$ cat config.mk
export PLATFORM = sky130hd
export DESIGN_NAME = shift_add_mult_ctrl_flat
export DESIGN_NICKNAME = d
export VERILOG_FILES = /design/src/rtl/shift_add_mult_ctrl_if.sv /design/src/rtl/shift_add_mult_ctrl.sv /design/src/flat_wrapper.sv
export SDC_FILE = /design/constraint.sdc
export NUM_CORES = 1
export LEC_CHECK = 0
export ABC_AREA = 0
export CELL_PAD_IN_SITES_DETAIL_PLACEMENT = 1
export CELL_PAD_IN_SITES_GLOBAL_PLACEMENT = 1
export CORE_MARGIN = 5
export CORE_UTILIZATION = 35
export DETAILED_ROUTE_END_ITERATION = 7
export PLACE_DENSITY_LB_ADDON = 0.1
export SLEW_MARGIN = 20
export SYNTH_ARGS = -nofsm -noshare
export SYNTH_HDL_FRONTEND = slang
export SYNTH_SLANG_ARGS = --single-unit
$ cat constraint.sdc
create_clock -name clk -period 2.1 [get_ports clk]
set_input_delay 0.63 -clock clk [delete_from_list [all_inputs] [get_ports clk]]
set_output_delay 0.63 -clock clk [all_outputs]
set_load 0.03 [all_outputs]
$ cat src/rtl/shift_add_mult_ctrl_if.sv
// shift_add_mult_ctrl_if: request/result bundle between the multiplier top and its controller
interface shift_add_mult_ctrl_if #(parameter int N = 8);
  logic           start;
  logic [N-1:0]   multiplicand;
  logic [N-1:0]   multiplier;
  logic           busy;
  logic           done;
  logic [2*N-1:0] product;
  modport master (output start, multiplicand, multiplier, input busy, done, product);
  modport slave  (input start, multiplicand, multiplier, output busy, done, product);
endinterface

$ cat src/rtl/shift_add_mult_ctrl.sv
// shift_add_mult_ctrl: shift-add multiplier FSM time-sharing one external N-bit adder
module shift_add_mult_ctrl #(
  parameter int N     = 8,
  parameter int CNT_W = 4
) (
  input  logic                 clk,
  input  logic                 rst,
  shift_add_mult_ctrl_if.slave bus,
  output logic [N-1:0]         add_a,
  output logic [N-1:0]         add_b,
  output logic                 add_cin,
  input  logic [N-1:0]         add_sum,
  input  logic                 add_cout
);
  typedef enum logic [1:0] {IDLE, RUN, DONE} state_t;
  state_t           r_state, w_next;
  logic [N-1:0]     r_a, r_q, r_m;
  logic [CNT_W-1:0] r_cnt;
  logic [2*N-1:0]   r_product;
  logic             w_load, w_last;
  assign add_a       = r_a;
  assign add_b       = r_q[0] ? r_m : '0;
  assign add_cin     = 1'b0;
  assign bus.busy    = r_state == RUN;
  assign bus.done    = r_state == DONE;
  assign bus.product = r_product;
  // next state: start is only honoured outside RUN, which also gives back-to-back reloads from DONE
  always_comb begin
    w_load = bus.start && r_state != RUN;
    w_last = r_state == RUN && r_cnt == CNT_W'(N - 1);
    w_next = w_load ? RUN : w_last ? DONE : r_state == RUN ? RUN : IDLE;
  end
  // state register
  always_ff @(posedge clk) begin
    if (rst) r_state <= IDLE;
    else     r_state <= w_next;
  end
  // datapath: load operands, shift the {A,Q} pair right through the adder, capture the final step
  always_ff @(posedge clk) begin
    if (rst) begin
      r_a       <= '0;
      r_q       <= '0;
      r_m       <= '0;
      r_cnt     <= '0;
      r_product <= '0;
    end else if (w_load) begin
      r_a   <= '0;
      r_q   <= bus.multiplier;
      r_m   <= bus.multiplicand;
      r_cnt <= '0;
    end else if (r_state == RUN) begin
      r_a   <= {add_cout, add_sum[N-1:1]};
      r_q   <= {add_sum[0], r_q[N-1:1]};
      r_cnt <= r_cnt + CNT_W'(1);
      if (w_last) r_product <= {add_cout, add_sum, r_q[N-1:1]};
    end
  end
endmodule
$ cat src/flat_wrapper.sv
// flat-port wrapper written by rule: the top's interface ports become plain ports
module shift_add_mult_ctrl_flat 
#(
  parameter int N     = 8,
  parameter int CNT_W = 4
)
  (clk, rst, add_a, add_b, add_cin, add_sum, add_cout, bus_start, bus_multiplicand, bus_multiplier, bus_busy, bus_done, bus_product);
  shift_add_mult_ctrl_if #(.N(N)) bus_i ();
  input  logic clk;
  input  logic rst;
  output logic [N-1:0] add_a;
  output logic [N-1:0] add_b;
  output logic add_cin;
  input  logic [N-1:0] add_sum;
  input  logic add_cout;
  input wire logic [$bits(bus_i.start)-1:0] bus_start;
  input wire logic [$bits(bus_i.multiplicand)-1:0] bus_multiplicand;
  input wire logic [$bits(bus_i.multiplier)-1:0] bus_multiplier;
  output wire logic [$bits(bus_i.busy)-1:0] bus_busy;
  output wire logic [$bits(bus_i.done)-1:0] bus_done;
  output wire logic [$bits(bus_i.product)-1:0] bus_product;
  assign bus_i.start = bus_start;
  assign bus_i.multiplicand = bus_multiplicand;
  assign bus_i.multiplier = bus_multiplier;
  assign bus_busy = bus_i.busy;
  assign bus_done = bus_i.done;
  assign bus_product = bus_i.product;
  shift_add_mult_ctrl #(.N(N), .CNT_W(CNT_W)) u_core (.clk(clk), .rst(rst), .bus(bus_i), .add_a(add_a), .add_b(add_b), .add_cin(add_cin), .add_sum(add_sum), .add_cout(add_cout));
endmodule
== Word-level counts from Yosys, hierarchy flattened ==
Index checks and enable logic that the tools add are counted.

* $add $sub $neg: 1
* Equality and inequality tests: 4
* Mux-type cells: 6
* Bitwise gates (word level): 1
* Reductions and logical operators: 5

{| class="wikitable"
|+ Operators with widths
! kind !! number
|-
| 8-bit two-way mux || 3
|-
| 4-bit by 1-bit adder with 4-bit output (second input constant) || 1
|-
| 4-bit by 3-bit == test with 1-bit output (second input constant) || 1
|-
| 3-bit AND reduction || 1
|-
| 2-bit by 1-bit == test with 1-bit output (second input constant) || 1
|-
| 2-bit == test (second input constant) || 1
|-
| 1-bit logical AND || 2
|-
| 1-bit two-way mux || 2
|-
| 2-bit two-way mux || 1
|-
| 2-bit by 1-bit != test with 1-bit output (second input constant) || 1
|-
| 2-bit nonzero test || 1
|-
| 2-bit OR reduction || 1
|-
| 1-bit NOT || 1
|}

* Register bits after elaboration: 46
* Input bits: 28
* Output and inout port bits: 35
* Logic and storage cells: 24

== Longest topological paths before layout ==
* Word-level depth: 4
* Depth in mapped cells: 6
* Mapped depth without buffers: 4

== Worst setup path after synthesis ==
No wires, ideal clock.

* Path kind: reg2out
* Start: reg u_core.r_state[1]
* End: out bus_busy
* Data arrival time: 853 ps
* Slack: 617 ps
* Cell stages (with the launch flop): 4
* Path buffers: 1
* Path through: dfxtp_1 > nand2b_4 > clkinv_1 > buf_2

* Word-level cells in the longest chain between the ends: 1

{| class="wikitable"
|+ RTL lines
! element !! line !! text
|-
| start: declaration || shift_add_mult_ctrl.sv:16 || <nowiki>state_t r_state, w_next;</nowiki>
|-
| start signal: assignment || shift_add_mult_ctrl.sv:36 || <nowiki>else r_state <= w_next;</nowiki>
|-
| 2-bit by 1-bit == test with 1-bit output || shift_add_mult_ctrl.sv:24 || <nowiki>assign bus.busy = r_state == RUN;</nowiki>
|-
| end: declaration || flat_wrapper.sv:19 || <nowiki>output wire logic [$bits(bus_i.busy)-1:0] bus_busy;</nowiki>
|}

Every way passes these cells.

== Final worst setup path ==
* Start: reg u_core.r_a[1] (netlist: u_core.add_a[1])
* End: out add_a[1]

{| class="wikitable"
|+ RTL lines
! element !! line !! text
|-
| start: declaration || shift_add_mult_ctrl.sv:17 || <nowiki>logic [N-1:0] r_a, r_q, r_m;</nowiki>
|-
| start signal: assignment || shift_add_mult_ctrl.sv:52 || <nowiki>r_a <= {add_cout, add_sum[N-1:1]};</nowiki>
|-
| end: declaration || flat_wrapper.sv:11 || <nowiki>output logic [N-1:0] add_a;</nowiki>
|}

No word-level cell between the ends.

==> results.json <==
{
  "arrival_ps": 1330,
  "vias_per_cell": 4.806,
  "drc": 0,
  "antenna_found_initial": 0,
  "max_freq_mhz": 508.9,
  "grt_pass1_wl_um": 8349,
  "synth_nets": 242,
  "rsz0062_at_grt": "false",
  "synth.top_cell.area_share_pct": 46.61,
  "final_core_util_pct": 49.83,
  "port_buffers": 61,
  "slowest_delay_ps": 690,
  "final_cell_mix": "clkdlybuf4s50_1 (51), dfxtp_1 (46), nand2b_1 (32), mux2i_1 (24), nand2_1 (19)",
  "cts-root-buf": "clkbuf_8",
  "yosys_warnings": 0,
  "placed_area_um2": 2648,
  "ctsResizeCount": 10,
  "avgSynthCellArea_um2": 9.275,
  "placed_cells": 338,
  "cp_cell_sequence": "clkdlybuf4s50_1",
  "status": "finished, final reports clean",
  "irDropWorstVdd_mv": 0.2836,
  "switchingPower_mw": 0.4423,
  "ant_nets": 0,
  "num_io_pins": 63,
  "synth_area_um2": 1976,
  "die-area_um2": 7247,
  "cts_tree": "done",
  "syn_to_final_growth_pct": 38.89,
  "overflow": 0,
  "p_int_mw": 1.370,
  "hpwl_um": 3531,
  "period_needed_ps": 1965,
  "drt-initial-drc-count": 81,
  "gp_congestion": 0.7225,
  "grt_start_max_net_pins": 40,
  "netlist-cell-type-count": 29,
  "die_h_um": 85.13,
  "path_class": "flip-flop to primary output",
  "core_area_um2": 5507,
  "setup_viol": 0,
  "path_clk_slew_ps": 90,
  "critPathCaptureType": "primary output",
  "max_cap_viol_count": 0,
  "initial_utilization_pct": 35.88,
  "first_global_vias": 1781,
  "ys_ff_latch": 46,
  "p_leak_nw": 1.030,
  "layout_commonest_cell": "clkdlybuf4s50_1",
  "fin_nets": 302,
  "drv_slew": 0,
  "p_comb_share_pct": 12.9,
  "clock_latency_ps": 300,
  "clkPwrFrac_pct": 36.1,
  "die_width_um": 85.13,
  "tns_ps": 0,
  "grt_use_total_pct": 14.40,
  "hp-class": "flip-flop to flip-flop",
  "required_ps": 1470,
  "syn_inst": 213,
  "stdcell_count": 346,
  "vias": 1663,
  "std_cell_rows": 27,
  "clock_skew_ps": 9.453,
  "seqPwrFrac_pct": 51.0,
  "htree_levels": 2,
  "hold_violations": 0,
  "hold_slack_ps": 462.8,
  "startpoint_type": "flip-flop",
  "critical_path.max_fanout": 2,
  "routed_wl_um": 4962,
  "cts_sinks": 46,
  "crit_buf_inv": 1,
  "drive_above_1_share_pct": 6.569,
  "preCtsSetupSlack_ps": 198.2,
  "swShare_pct": 24.40,
  "fin_area_um2": 2744,
  "finalPower_mw": 1.813,
  "cts_made_buffers": 5,
  "power_density_nw_per_um2": 660.6,
  "insertedDiodeCount": 0,
  "ys_top_cells_by_area": "dfxtp_1 (47%), mux2i_1 (12%), nand2b_1 (10%), a21oi_1 (4.6%), nand2_1 (3.6%)",
  "hold_buffers": 0,
  "yosysTopAreaCell": "dfxtp_1",
  "slowest_stage": "clkdlybuf4s50_1",
  "synth_seq_area_share_pct": 46.61,
  "setup_ws_ps": 135.0,
  "post_drt_wl_per_cell_um": 14.34,
  "fin_crit_sh_pct": 93.57,
  "cts_setup_buffers": 0,
  "critical_path.top_delay_family": "buffers and inverters",
  "cts_buffer_depth": 2,
  "first_pass_iters": 4
}
[power by group through the flow]
stage	sequential (mW)	combinational (mW)	clock (mW)
after floorplan	0.952	0.125	0
final	0.925	0.233	0.654
after CTS	0.926	0.238	0.679
after global routing	0.930	0.257	0.723
after detailed placement	0.946	0.240	0
after global placement	0.946	0.238	0
[state kept, by name (all words and copies together) (netlist names)]
register	flops
u_core.r_cnt	4
u_core.bus.product	16
u_core.add_a	8
u_core.r_state	2
u_core.r_m	8
u_core.r_q	8
[final timing paths]
path | startpoint | endpoint | slack [ps] | cells after the start
min reg2reg | u_core.add_a[6] | u_core.add_a[6] | 460 | 2
max reg2reg | u_core.r_state[1] | u_core.bus.product[9] | 520 | 5
max | u_core.add_a[1] | add_a[1] | 140 | 1
min | u_core.add_a[6] | u_core.add_a[6] | 460 | 2
[per-layer routing]
metal	global-route usage (%)	routed length, µm	up-vias
met3	5.534	347	7
met4	5.180	70	0
met2	24.72	2414	37
li1	-	-	827
met5	0	0	-
met1	16.17	2130	792
[Yosys cell counts]
master	count
or3_1	1
nand2b_4	1
buf_2	5
mux2i_1	24
ha_1	1
conb_1	1
buf_4	4
nor2_1	10
and2_1	8
nor4_1	1
a21oi_1	18
nand3_1	9
a21o_1	1
buf_8	1
buf_1	1
nand2_1	19
o21ai_0	9
nor3_2	1
clkinv_1	1
buf_6	2
inv_1	1
xor2_1	1
xnor2_1	1
a211oi_1	9
dfxtp_1	46
and2b_1	1
nand2b_1	32
clkbuf_1	3
nand3b_1	1
[layout make-up]
cell class              count  area [µm²]
well taps                  72       90.09
fillers                   649        2763
clock inverters             3       40.04
inverters                   2       7.507
clock buffers               5       68.82
flip-flops and latches     46       920.9
repair buffers             69       670.6
multi-input cells         149       945.9
[logic make-up (layout without fill, tap and decap cells)]
kind of cell / Yosys count / count (layout) / share of synthesized area (%)
AND/OR/NAND/NOR: 84 / 84 / 23.05
XOR/XNOR: 2 / 2 / 0.8868
other: 1 / 1 / 0.1898
multiplexers: 24 / 24 / 12.16
buffers and inverters: 18 / 79 / 5.825
adder cells (fa/ha/maj): 1 / 1 / 0.6332
AO/OA/AOI/OAI: 37 / 37 / 10.64
flip-flops: 46 / 46 / 46.61
Note: power is estimated with default switching activity, not from simulation.
